==> src/rtl/arbitro2_pkg.sv <==
// Shared types and constants for the four-channel read-side arbiter.
// Channel index and mask types are shared by the top and the round-robin picker.
package arbitro2_pkg;

  localparam int NCH = 4;
  localparam int DW  = 12;
  localparam int CW  = 8;
  localparam int RRW = 2;

  typedef enum logic {
    IDLE = 1'b0,
    RUN  = 1'b1
  } state_t;

  typedef logic [NCH-1:0] chmask_t;
  typedef logic [RRW-1:0] chidx_t;
  typedef logic [CW-1:0]  cnt_t;

  function automatic chidx_t onehot_to_idx(input chmask_t oh);
    chidx_t idx;
    idx = '0;
    for (int i = 0; i < NCH; i++) begin
      if (oh[i]) idx = chidx_t'(i);
    end
    return idx;
  endfunction

endpackage

==> src/rtl/arbitro2_if.sv <==
// Channel-FIFO / downstream-FIFO signal bundle of the read-side arbiter.
// slave is the arbiter side, master is the FIFO/environment side.
interface arbitro2_if;
  import arbitro2_pkg::*;

  logic                 active;
  logic [NCH-1:0]       emptyFIFO;
  logic [NCH*DW-1:0]    fifo_data;
  logic                 almost_fullOUT;
  logic [NCH-1:0]       pop;
  logic                 push;
  logic [DW-1:0]        data_out;
  logic                 idle;
  logic [NCH*CW-1:0]    count;

  modport slave (
    input  active,
    input  emptyFIFO,
    input  fifo_data,
    input  almost_fullOUT,
    output pop,
    output push,
    output data_out,
    output idle,
    output count
  );

  modport master (
    output active,
    output emptyFIFO,
    output fifo_data,
    output almost_fullOUT,
    input  pop,
    input  push,
    input  data_out,
    input  idle,
    input  count
  );

endinterface

==> src/rtl/arbitro2_rr_picker.sv <==
// Combinational round-robin picker: first requesting channel starting at i_rr.
// o_next_rr points one past the winner so the winner gets lowest priority next.
module arbitro2_rr_picker
  import arbitro2_pkg::*;
(
  input  chidx_t  i_rr,
  input  chmask_t i_req,
  output chmask_t o_grant,
  output chidx_t  o_next_rr,
  output logic    o_any
);

  chidx_t w_cand;
  logic   w_found;

  always_comb begin
    o_grant   = '0;
    o_next_rr = i_rr;
    w_found   = 1'b0;
    w_cand    = i_rr;
    for (int k = 0; k < NCH; k++) begin
      w_cand = i_rr + chidx_t'(k);
      if (!w_found && i_req[w_cand]) begin
        o_grant[w_cand] = 1'b1;
        o_next_rr       = w_cand + chidx_t'(1);
        w_found         = 1'b1;
      end
    end
    o_any = w_found;
  end

endmodule

==> src/rtl/arbitro2.sv <==
// Read-side arbiter: drains four channel FIFOs round-robin into one downstream FIFO.
// Pop in cycle N yields push/data_out in cycle N+1; per-channel 8-bit wrapping word counters.
module arbitro2
  import arbitro2_pkg::*;
(
  input  logic       clk,
  input  logic       reset,
  arbitro2_if.slave  bus
);

  state_t  r_state;
  state_t  w_state_nxt;
  logic    w_arb_en;

  chidx_t  r_rr;
  chidx_t  r_sel;
  logic    r_push_q;
  cnt_t    r_cnt [NCH];

  chmask_t w_req;
  chmask_t w_grant;
  chidx_t  w_next_rr;
  logic    w_any;
  logic [DW-1:0] w_data;

  always_ff @(posedge clk) begin
    if (reset) r_state <= IDLE;
    else       r_state <= w_state_nxt;
  end

  // Arbitration is enabled only in RUN while active is still high and the sink has room.
  always_comb begin
    w_state_nxt = r_state;
    w_arb_en    = 1'b0;
    case (r_state)
      IDLE: begin
        if (bus.active) w_state_nxt = RUN;
      end
      RUN: begin
        if (!bus.active) w_state_nxt = IDLE;
        w_arb_en = bus.active && !bus.almost_fullOUT;
      end
      default: w_state_nxt = IDLE;
    endcase
  end

  assign w_req = w_arb_en ? ~bus.emptyFIFO : '0;

  arbitro2_rr_picker u_picker (
    .i_rr      (r_rr),
    .i_req     (w_req),
    .o_grant   (w_grant),
    .o_next_rr (w_next_rr),
    .o_any     (w_any)
  );

  always_ff @(posedge clk) begin
    if (reset) begin
      r_rr     <= '0;
      r_sel    <= '0;
      r_push_q <= 1'b0;
      for (int i = 0; i < NCH; i++) r_cnt[i] <= '0;
    end else begin
      if (w_any) begin
        r_rr  <= w_next_rr;
        r_sel <= onehot_to_idx(w_grant);
      end
      r_push_q <= w_any;
      if (r_push_q) r_cnt[r_sel] <= r_cnt[r_sel] + cnt_t'(1);
    end
  end

  always_comb begin
    w_data = '0;
    for (int i = 0; i < NCH; i++) begin
      if (r_push_q && (r_sel == chidx_t'(i))) w_data = bus.fifo_data[i*DW +: DW];
    end
  end

  assign bus.pop      = w_grant;
  assign bus.push     = r_push_q;
  assign bus.data_out = w_data;
  assign bus.idle     = ((r_state == IDLE) || (&bus.emptyFIFO)) && !r_push_q && !(|w_grant);

  for (genvar g = 0; g < NCH; g++) begin : g_count
    assign bus.count[g*CW +: CW] = r_cnt[g];
  end

endmodule

==> src/flat_wrapper.sv <==
// flat-port wrapper written by rule: the top's interface ports become plain ports
module arbitro2_flat import arbitro2_pkg::*;
  (clk, reset, bus_active, bus_emptyFIFO, bus_fifo_data, bus_almost_fullOUT, bus_pop, bus_push, bus_data_out, bus_idle, bus_count);
  arbitro2_if bus_i ();
  input  logic clk;
  input  logic reset;
  input wire logic [$bits(bus_i.active)-1:0] bus_active;
  input wire logic [$bits(bus_i.emptyFIFO)-1:0] bus_emptyFIFO;
  input wire logic [$bits(bus_i.fifo_data)-1:0] bus_fifo_data;
  input wire logic [$bits(bus_i.almost_fullOUT)-1:0] bus_almost_fullOUT;
  output wire logic [$bits(bus_i.pop)-1:0] bus_pop;
  output wire logic [$bits(bus_i.push)-1:0] bus_push;
  output wire logic [$bits(bus_i.data_out)-1:0] bus_data_out;
  output wire logic [$bits(bus_i.idle)-1:0] bus_idle;
  output wire logic [$bits(bus_i.count)-1:0] bus_count;
  assign bus_i.active = bus_active;
  assign bus_i.emptyFIFO = bus_emptyFIFO;
  assign bus_i.fifo_data = bus_fifo_data;
  assign bus_i.almost_fullOUT = bus_almost_fullOUT;
  assign bus_pop = bus_i.pop;
  assign bus_push = bus_i.push;
  assign bus_data_out = bus_i.data_out;
  assign bus_idle = bus_i.idle;
  assign bus_count = bus_i.count;
  arbitro2 u_core (.clk(clk), .reset(reset), .bus(bus_i));
endmodule
==> config.mk <==
export PLATFORM = sky130hd
export DESIGN_NAME = arbitro2_flat
export DESIGN_NICKNAME = d
export VERILOG_FILES = /design/src/rtl/arbitro2_pkg.sv /design/src/rtl/arbitro2_if.sv /design/src/rtl/arbitro2_rr_picker.sv /design/src/rtl/arbitro2.sv /design/src/flat_wrapper.sv
export SDC_FILE = /design/constraint.sdc
export NUM_CORES = 1
export LEC_CHECK = 0
export CAP_MARGIN = 20
export CORE_MARGIN = 4
export CORE_UTILIZATION = 40
export CTS_CLUSTER_SIZE = 40
export DETAILED_ROUTE_END_ITERATION = 16
export PLACE_DENSITY_LB_ADDON = 0.2
export RECOVER_POWER = 25
export REMOVE_ABC_BUFFERS = 1
export SETUP_SLACK_MARGIN = 0.4
export SLEW_MARGIN = 25
export SYNTH_ARGS = -nofsm -noshare
export SYNTH_HDL_FRONTEND = slang
export SYNTH_SLANG_ARGS = --single-unit
==> constraint.sdc <==
create_clock -name clk -period 3.6 [get_ports clk]
set_clock_uncertainty 0.2 [all_clocks]
set_input_delay 0.72 -clock clk [delete_from_list [all_inputs] [get_ports clk]]
set_output_delay 0.72 -clock clk [all_outputs]
set_load 0.01 [all_outputs]
==> results.py <==
metrics = {
    "grt": {
        "antenna_found_initial": 0,
        "grt_pass1_wl_mm": 12.4,
        "track_usage": 0.190,
        "grt_pass1_vias": 2435,
        "grt_max_degree": 23,
        "grt-ovfl-total": 0,
    },
    "worst_setup_path": {
        "endpoint_kind": "output pin",
        "worstPathArrival_ps": 2380,
        "setup.worst_path.start_class": "flop",
        "worstSetupPathType": "flop to output pin",
        "cp.required_ps": 2680,
        "cp_max_fo": 6,
    },
    "clock_network": {
        "clk_transition_reported_paths_ps": 80,
        "cts_num_sinks": 40,
        "cts_made_buffers": 5,
        "ctsHoldBuffers": 0,
        "cts_root_buffer": "clkbuf_8",
        "h-tree-depth": 2,
        "clockBufferDepth": 2,
        "clk_latency_ps": 290,
        "tritoncts": "built",
    },
    "final_layout": {
        "antenna_cells": 0,
        "utilization": 0.661,
        "fillers": 509,
        "syn2layout_area_growth_pct": 58.4,
        "num-nets-final": 429,
        "drive_gt1_frac": 0.281,
    },
    "timing": {
        "fmax_mhz": 303,
        "final.setup.tns_ps": 0,
        "fin_crit_ps": 3300,
        "maxSlewHeadroom": 0.524,
        "rsz0062_at_grt": "yes",
        "finalHoldViolations": 0,
        "setup_viol": 0,
        "fin_crit_sh": 0.916,
        "worst-slew-pin-transition_ps": 714,
        "setup_ws_ps": 301,
        "drv_slew": 0,
    },
    "floorplan": {
        "dieArea_sq_um": 8070,
        "die_h_microns": 89.8,
        "core-area_sq_um": 6420,
        "rows": 29,
        "ios": 106,
        "start_util": 0.417,
        "die_w_microns": 89.8,
    },
    "drt": {
        "vias": 2381,
        "drt-total-wl_mm": 7.73,
        "wl_per_cell_microns": 17.4,
        "drcViolationCount": 0,
        "dr.pass1.iters": 5,
        "drt.antenna.violating_nets": 0,
        "drtIter0Drc": 153,
        "viasPerCell": 5.37,
    },
    "pwr": {
        "finalPower_mw": 1.14,
        "p_leak_nw": 1.62,
        "vdd_drop_max_mv": 0.170,
        "powerDensity_nw_per_um2": 269,
    },
    "synth": {
        "ys_ff_latch": 40,
        "synth_top_family_by_area": "multiplexers",
        "ys_async_sr_fraction": 0,
        "synth-compound-area-share": 0.0897,
        "synth_xor_area_frac": 0.0229,
        "synthesis.area_sq_um": 2680,
        "yosysUniqueCellTypes": 46,
        "yosysWarnings": 0,
        "synth-edff-count": 32,
        "syn_area_per_cell_sq_um": 11.5,
        "synthSimpleGateAreaFrac": 0.181,
        "synth.area.mux_share": 0.206,
        "syn_inst": 232,
        "ys.flop_type": "edfxtp_1",
        "synth_fa_ha_area_frac": 0.0374,
        "synth-seq-area-share": 0.418,
    },
    "status": {
        "status": "finished clean",
    },
    "place": {
        "place.gp.congestion": 0.895,
        "port_buffers": 105,
        "dp_hpwl_mm": 5.87,
        "dp_slack_ps": -289,
    },
    "flow_run": {
        "timing.max_cap.violations": 0,
    },
    "worst_hold_path": {
        "holdCritPathClass": "flop to flop",
    },
}
==> registers in the layout (all words and copies together) (netlist names), named ones only <==
| name | cells |
|---|---|
| u_core.r_cnt | 32 |
| u_core.r_rr | 2 |
| u_core.r_sel | 2 |
| u_core.r_state | 1 |
| u_core.bus.push | 1 |
==> worst max-delay path, cell delays in order, from the launching register on <==
cell and delay [ps]:
dfxtp_2 350, inv_2 50, ha_4 270, or3b_4 380, a211oi_2 280, buf_4 180, nor2_4 30, o211ai_1 230
nor2b_2 190, buf_2 140
==> metal layers <==
| metal | part of all wire | GRT usage |
|---|---|---|
| met3 | 0.045 | 0.0301 |
| met1 | 0.37 | 0.217 |
| met5 | 0 | 0 |
| met2 | 0.57 | 0.367 |
| met4 | 0.018 | 0.0511 |
==> synthesized netlist by cell type, drive strengths merged (2+ instances only) <==
library cell  number  area, sq um
nor2              27          101
nand2             10         37.5
xnor2              4         35.0
a211oi             3         40.0
edfxtp            32          961
or3b               3         28.8
mux2i              2         20.0
nor2b              5         33.8
nand3              7         35.0
dfxtp              8          160
nor3               8         40.0
and2              13         82.6
a21o               2         15.0
nand3b             5         37.5
buf                8         40.0
ha                 8          100
nand2b             5         31.3
nand4              2         12.5
mux2               3         33.8
clkbuf             8         30.0
a21oi              4         20.0
o21ai              9         45.0
mux4              22          499
inv               13         48.8
and3               3         18.8
xor2               3         26.3
a221oi             3         32.5
o211a              2         20.0
==> worst paths after layout <==
kind | startpoint | endpoint | depth (start not counted) | slack [ps]
max | u_core.r_rr[0] | bus_pop[3] | 9 | 300
min | u_core.r_sel[0] | flop | 2 | 290
max reg2reg | u_core.r_rr[0] | u_core.r_sel[1] | 16 | 480
min reg2reg | u_core.r_sel[0] | flop | 2 | 290
==> what timing repair did <==
action,in CTS,in global routing
pin swaps,6,7
hold endpoints to repair,0,0
setup endpoints to repair,5,8
buffers inserted,13,6
resized for setup,41,14
==> power by group <==
group / internal [mW] / leakage, nW / switching [mW]
combinational: 0.147 / 1.16 / 0.0846
sequential: 0.513 / 0.397 / 0.0137
clock: 0.227 / 0.0614 / 0.158
total: 0.887 / 1.62 / 0.256
==> layout by cell type (no fill, tap or decap), types with 9 or more instances in the layout <==
| cell | count |
|---|---|
| and2_1 | 12 |
| buf_4 | 32 |
| clkdlybuf4s50_1 | 76 |
| dlygate4sd3_1 | 21 |
| edfxtp_1 | 32 |
| inv_1 | 11 |
| mux4_2 | 22 |
| nand2_1 | 9 |
| nor2_1 | 25 |
==> stage by stage <==
step | hold WS [ps] | cells | instance area (sq um)
after global routing | 322 | 443 | 4240
after floorplan | 406 | 216 | 2610
after CTS | 289 | 437 | 4150
final | 288 | 443 | 4240
after detailed placement | 284 | 416 | 3890
after global placement | 280 | 416 | 3890
==> area by class of cell <==
class                   count  area, sq um  area share
multi-input cells         163         1540       0.362
inverters                  13         48.8      0.0115
clock inverters             2         38.8     0.00914
repair buffers            142         1320       0.310
well taps                  77         96.3      0.0227
flip-flops and latches     40         1120       0.265
clock buffers               6         82.6      0.0195
==> cells by family after synthesis <==
group	after synthesis
XOR/XNOR	7
buffers and inverters	29
flip-flops	40
AO/OA/AOI/OAI	30
adder cells (fa/ha/maj)	8
multiplexers	27
AND/OR/NAND/NOR	91
No activity file was read; power rests on OpenSTA's default activity.
